$ cat config.mk
export PLATFORM = sky130hd
export DESIGN_NAME = match_detect
export DESIGN_NICKNAME = d
export VERILOG_FILES = /design/src/rtl/match_pkg.sv /design/src/rtl/match_absdiff3.sv /design/src/rtl/match_detect.sv
export SDC_FILE = /design/constraint.sdc
export NUM_CORES = 1
export LEC_CHECK = 0
export CAP_MARGIN = 0
export CELL_PAD_IN_SITES_DETAIL_PLACEMENT = 1
export CELL_PAD_IN_SITES_GLOBAL_PLACEMENT = 1
export CORE_MARGIN = 3
export CORE_UTILIZATION = 44
export DETAILED_ROUTE_END_ITERATION = 8
export PLACE_DENSITY = 0.92
export SYNTH_ARGS = -nofsm -noshare
export SYNTH_HDL_FRONTEND = slang
export SYNTH_HIERARCHICAL = 1
export SYNTH_SLANG_ARGS = --single-unit
$ cat constraint.sdc
create_clock -name clk -period 4.8 [get_ports clk]
set_input_delay 0.96 -clock clk [delete_from_list [all_inputs] [get_ports clk]]
set_output_delay 0.96 -clock clk [all_outputs]
set_load 0.03 [all_outputs]
$ cat src/rtl/match_pkg.sv
// rtl/match_pkg.sv - shared constants, FSM state type and abs-diff helper for match_detect
package match_pkg;

    localparam int CH_W        = 8;
    localparam int SUM_W       = 10;
    localparam int RUN_LEN_DEF = 20;

    typedef enum logic [1:0] {
        IDLE     = 2'd0,
        RUN      = 2'd1,
        HIT_PEND = 2'd2
    } state_e;

    function automatic logic [CH_W-1:0] abs_diff(input logic [CH_W-1:0] a, input logic [CH_W-1:0] b);
        return (a >= b) ? (a - b) : (b - a);
    endfunction

endpackage

$ cat src/rtl/match_absdiff3.sv
// rtl/match_absdiff3.sv - combinational per-channel |a-b| for three 8-bit channels
module match_absdiff3
    import match_pkg::*;
(
    input  logic [3*CH_W-1:0] a_i,
    input  logic [3*CH_W-1:0] b_i,
    output logic [3*CH_W-1:0] d_o
);

    for (genvar ch = 0; ch < 3; ch++) begin : g_ch
        assign d_o[ch*CH_W +: CH_W] = abs_diff(a_i[ch*CH_W +: CH_W], b_i[ch*CH_W +: CH_W]);
    end

endmodule

$ cat src/rtl/match_detect.sv
// rtl/match_detect.sv - run-of-matches detector on live vs delayed samples; MATCH_HIT_COUNT_EN enables hit_count
module match_detect
    import match_pkg::*;
#(
    parameter int WIDTH   = 24,
    parameter int RUN_LEN = RUN_LEN_DEF,
    parameter int POS_W   = 16
) (
    input  logic             clk,
    input  logic             rst,
    input  logic             in_valid,
    output logic             in_ready,
    input  logic [WIDTH-1:0] cur_data,
    input  logic [WIDTH-1:0] dly_data,
    input  logic [9:0]       tol,
    output logic             hit_valid,
    input  logic             hit_ready,
    output logic [POS_W-1:0] hit_pos,
    output logic [15:0]      hit_count
);

    localparam logic [7:0] RUN_LEN_C = 8'(RUN_LEN);

    state_e             state_q;
    logic [7:0]         run_q;
    logic [7:0]         run_d;
    logic [POS_W-1:0]   start_q;
    logic [POS_W-1:0]   hit_pos_q;
    logic               hit_valid_q;

    logic [POS_W-1:0]   idx_q;
    logic [POS_W-1:0]   idx_d;
    logic               s1_valid_q;
    logic [3*CH_W-1:0]  s1_diff_q;
    logic [POS_W-1:0]   s1_idx_q;
    logic               s2_valid_q;
    logic [SUM_W-1:0]   s2_sum_q;
    logic [POS_W-1:0]   s2_idx_q;

    logic [3*CH_W-1:0]  diff;
    logic [SUM_W-1:0]   sum_d;
    logic               s2_match;
    logic               hit_hs;

    assign in_ready = (state_q != HIT_PEND) || hit_ready;
    assign hit_hs   = (state_q == HIT_PEND) && hit_ready;

    match_absdiff3 u_absdiff (
        .a_i (cur_data),
        .b_i (dly_data),
        .d_o (diff)
    );

    assign sum_d = {2'b00, s1_diff_q[0*CH_W +: CH_W]}
                 + {2'b00, s1_diff_q[1*CH_W +: CH_W]}
                 + {2'b00, s1_diff_q[2*CH_W +: CH_W]};

    // Compare against live tol so a tol change applies to the next decision consumed.
    assign s2_match = (s2_sum_q <= tol);
    assign idx_d    = idx_q + {{(POS_W-1){1'b0}}, 1'b1};
    assign run_d    = run_q + 8'd1;

    always_ff @(posedge clk or posedge rst) begin
        if (rst) begin
            idx_q      <= '0;
            s1_valid_q <= 1'b0;
            s1_diff_q  <= '0;
            s1_idx_q   <= '0;
            s2_valid_q <= 1'b0;
            s2_sum_q   <= '0;
            s2_idx_q   <= '0;
        end else if (in_ready) begin
            s1_valid_q <= in_valid;
            s1_diff_q  <= diff;
            s1_idx_q   <= idx_q;
            s2_valid_q <= s1_valid_q;
            s2_sum_q   <= sum_d;
            s2_idx_q   <= s1_idx_q;
            if (in_valid) begin
                idx_q <= idx_d;
            end
        end
    end

    always_ff @(posedge clk or posedge rst) begin
        if (rst) begin
            state_q     <= IDLE;
            run_q       <= '0;
            start_q     <= '0;
            hit_pos_q   <= '0;
            hit_valid_q <= 1'b0;
        end else begin
            case (state_q)
                IDLE: begin
                    if (s2_valid_q) begin
                        if (s2_match) begin
                            state_q <= RUN;
                            run_q   <= 8'd1;
                            start_q <= s2_idx_q;
                        end else begin
                            run_q   <= '0;
                        end
                    end
                end
                RUN: begin
                    if (s2_valid_q) begin
                        if (s2_match) begin
                            run_q <= run_d;
                            if (run_d == RUN_LEN_C) begin
                                state_q     <= HIT_PEND;
                                hit_pos_q   <= start_q;
                                hit_valid_q <= 1'b1;
                            end
                        end else begin
                            state_q <= IDLE;
                            run_q   <= '0;
                        end
                    end
                end
                HIT_PEND: begin
                    // Any decision leaving stage 2 in the handshake cycle is dropped.
                    if (hit_ready) begin
                        state_q     <= IDLE;
                        run_q       <= '0;
                        hit_valid_q <= 1'b0;
                    end
                end
                default: begin
                    state_q     <= IDLE;
                    run_q       <= '0;
                    hit_valid_q <= 1'b0;
                end
            endcase
        end
    end

    assign hit_valid = hit_valid_q;
    assign hit_pos   = hit_pos_q;

`ifdef MATCH_HIT_COUNT_EN
    logic [15:0] hit_cnt_q;

    always_ff @(posedge clk or posedge rst) begin
        if (rst) begin
            hit_cnt_q <= '0;
        end else if (hit_hs && (hit_cnt_q != 16'hFFFF)) begin
            hit_cnt_q <= hit_cnt_q + 16'd1;
        end
    end

    assign hit_count = hit_cnt_q;
`else
    logic unused_hs;
    assign unused_hs = hit_hs;
    assign hit_count = 16'd0;
`endif

endmodule

==> impl_metrics.ini <==
[synthesis]
ys_types = 60
async_flop_share = 1.000
synth_edf_count = 0
avgSynthCellArea_um2 = 9.635
synth_most_common_cell = nand2_1
ys_top_cells_by_count = nand2_1 (199), dfrtp_1 (127), inv_1 (70)
synth_area_leaders = dfrtp_1 (41%), ha_1 (10%), nand2_1 (9.6%)
synth_top_flop_cell = dfrtp_1
synth_top_area_frac = 0.4092
synth_seq_cells = 127
yosysTopAreaCell = dfrtp_1
yosysWarnings = 6
seq_area_frac_synth = 0.4092
synthCells = 806
netlist_area_um2 = 7766

[clock_tree]
cts_inserted_buffers = 17
cts_tree = yes
cts_resized = 0
postCtsSetupBuffers = 0
cts_sinks = 127
htree_levels = 4
root_buffer = clkbuf_16
cts_hold_buf = 0
cts.clk_slew.worst_paths_ns = 0.06
cts.path.max_buffers = 2
clk_latency_ns = 0.42

[route]
viasPerCell = 5.387
wl_per_cell_um = 19.10
drt_wl_total_mm = 21.32
drc = 0
ant_nets = 0
num_vias = 6012
first_iter_violations = 339
first_pass_iters = 5

[power_and_ir_drop]
p_leak_nw = 4.758
p_clk_frac = 0.312
p_per_area_nw_per_um2 = 470.1
intPower_mw = 2.773
combPwrFrac = 0.335
peakVddDrop_mv = 0.2326
switching_share = 0.3655
seq_power_share = 0.354
switchingPower_mw = 1.597

[worst_setup_path]
critPathLaunch = tol[3]
path_max_fanout = 16
r2r-start = s2_sum_q[3]
worstPathRequired_ns = 5.10
critPathKind = in -> reg
crit_path_end_kind = flip-flop
cp-start-kind = input port
reg2reg_slack_ns = 1.73
arrival_ns = 3.99

[timing]
rsz0062_at_grt = false
fin_setup_tns_ns = 0
hold_viol = 0
slew_violations = 0
fin_crit_sh = 0.7681
skew_ns = 0.01052
finalSetupViolations = 0
fmax_mhz = 271.2
slew_headroom = 0.3588
timing.final.crit_period_ns = 3.687
holdWs_ns = 0.4806
worst_slew_pin_slew_ns = 0.9590

[placement]
dp.cells = 1084
dpl_cell_area_um2 = 8691
io_buffers = 79
place_congestion = 0.8790
hpwl_mm = 14.16

[floorplan]
die_area_um2 = 19280
die_h_um = 138.9
io_pins = 96
num_rows = 47
initial_core_util = 0.4586
die_w_um = 138.9
core_area_um2 = 16940

[run]
cap_violations = 0

[worst_hold_path]
worstHoldStart = s1_idx_q[8]
hp-class = reg -> reg

[cells_and_area]
nets = 1024
nFillCells = 1898
multiInputGateArea_um2 = 4143
drive_gt1_frac = 0.09821
final_cells = 1116
area_delta_synth_final_pct = 19.72
diodes = 0
layout.area.seq_um2 = 3178
final_area_um2 = 9298
fin_util = 0.5490

[global_route]
track_usage = 0.2235
grt-ovfl-total = 0
grt_pass1_vias = 6707
grt_first_pass_wirelength_mm = 34.93
grt_max_degree = 77
antenna_found_initial = 0

[status]
outcome = finished clean
## critical path, cell delays in order
cell	delay [ns]
clkdlybuf4s50_1	0.47
inv_1	0.05
ha_1	0.32
a21oi_1	0.21
o21ai_1	0.18
a2111oi_4	0.53
nor2_2	0.09
or3b_1	0.75
mux2_2	0.43
## per-stage QoR
| step | power [mW] | setup slack (ns) |
|---|---|---|
| global placement | 2.799 | 0.8902 |
| floorplan | 2.527 | 0.4557 |
| global route | 4.609 | 0.9888 |
| CTS | 4.371 | 1.121 |
| detailed placement | 2.937 | 0.7039 |
| finish | 4.370 | 1.113 |
## layout make-up
class | count | share of cell area
flip-flops and latches | 127 | 0.3418
clock inverters | 14 | 0.01803
repair buffers | 82 | 0.08882
well taps | 220 | 0.02961
inverters | 71 | 0.02893
multi-input cells | 584 | 0.4456
clock buffers | 18 | 0.04723
## flip-flops by register name, summed over array words and instances (netlist names)
signal,flops
hit_pos,16
hit_valid,1
idx_q,16
run_q,8
s1_diff_q,24
s1_idx_q,16
s1_valid_q,1
s2_idx_q,16
s2_sum_q,10
s2_valid_q,1
start_q,16
state_q,2
## layer usage
metal | wire length [um] | vias to the layer above | global-route usage
li1 | - | 2795 | -
met1 | 8726 | 3030 | 0.2613
met2 | 11320 | 150 | 0.4127
met3 | 718 | 37 | 0.04103
met4 | 554 | 0 | 0.07312
met5 | 0 | - | 0
## logic make-up (layout without fill, tap and decap cells)
| logic type | after synthesis | count (layout) | share of synthesized area |
|---|---|---|---|
| DFF | 127 | 127 | 0.4092 |
| AOI/OAI and AO/OA | 121 | 121 | 0.1050 |
| buffers and inverters | 110 | 185 | 0.06525 |
| other | 1 | 16 | 0.0004829 |
| and+or+nand+nor | 276 | 276 | 0.1556 |
| xor gates and xnor gates | 38 | 38 | 0.04285 |
| muxes | 54 | 54 | 0.07975 |
| adders and majority gates | 79 | 79 | 0.1418 |
## power by group through the flow
stage | registers [mW] | clock network (mW) | logic [mW]
floorplan | 1.46 | 0 | 1.06
global placement | 1.52 | 0 | 1.27
detailed placement | 1.55 | 0 | 1.39
CTS | 1.54 | 1.37 | 1.46
global route | 1.57 | 1.42 | 1.62
finish | 1.55 | 1.36 | 1.46
## worst paths after layout
check	cells after the start	to
max	9	start_q[10]
min	2	s1_idx_q[8]
max reg2reg	7	start_q[10]
min reg2reg	2	s1_idx_q[8]
max in group asynchronous	3	s1_diff_q[19]
min in group asynchronous	2	hit_pos[4]
## cells in the final DEF (no fill, tap or decap), types with 6 or more instances in the layout
cell             synthesis  final
dfrtp_1                127    127
nand2b_1                 8      8
ha_1                    64     64
o21ai_0                 32     32
nand4_1                  8      8
nor2b_1                  9      9
a31oi_1                  9      9
a21oi_1                 34     34
clkdlybuf4s50_1          0     79
clkbuf_16                0     17
inv_1                   70     68
mux2_4                  10     10
xor2_1                  18     18
fa_1                    15     15
xnor2_1                 20     20
nor2_1                  21     21
nor3_1                   6      6
inv_6                    0      9
mux2i_1                 21     21
mux2_2                  23     23
a21o_1                  14     14
conb_1                   1     16
nand2_1                199    199
No activity file was read; power rests on OpenSTA's default activity.
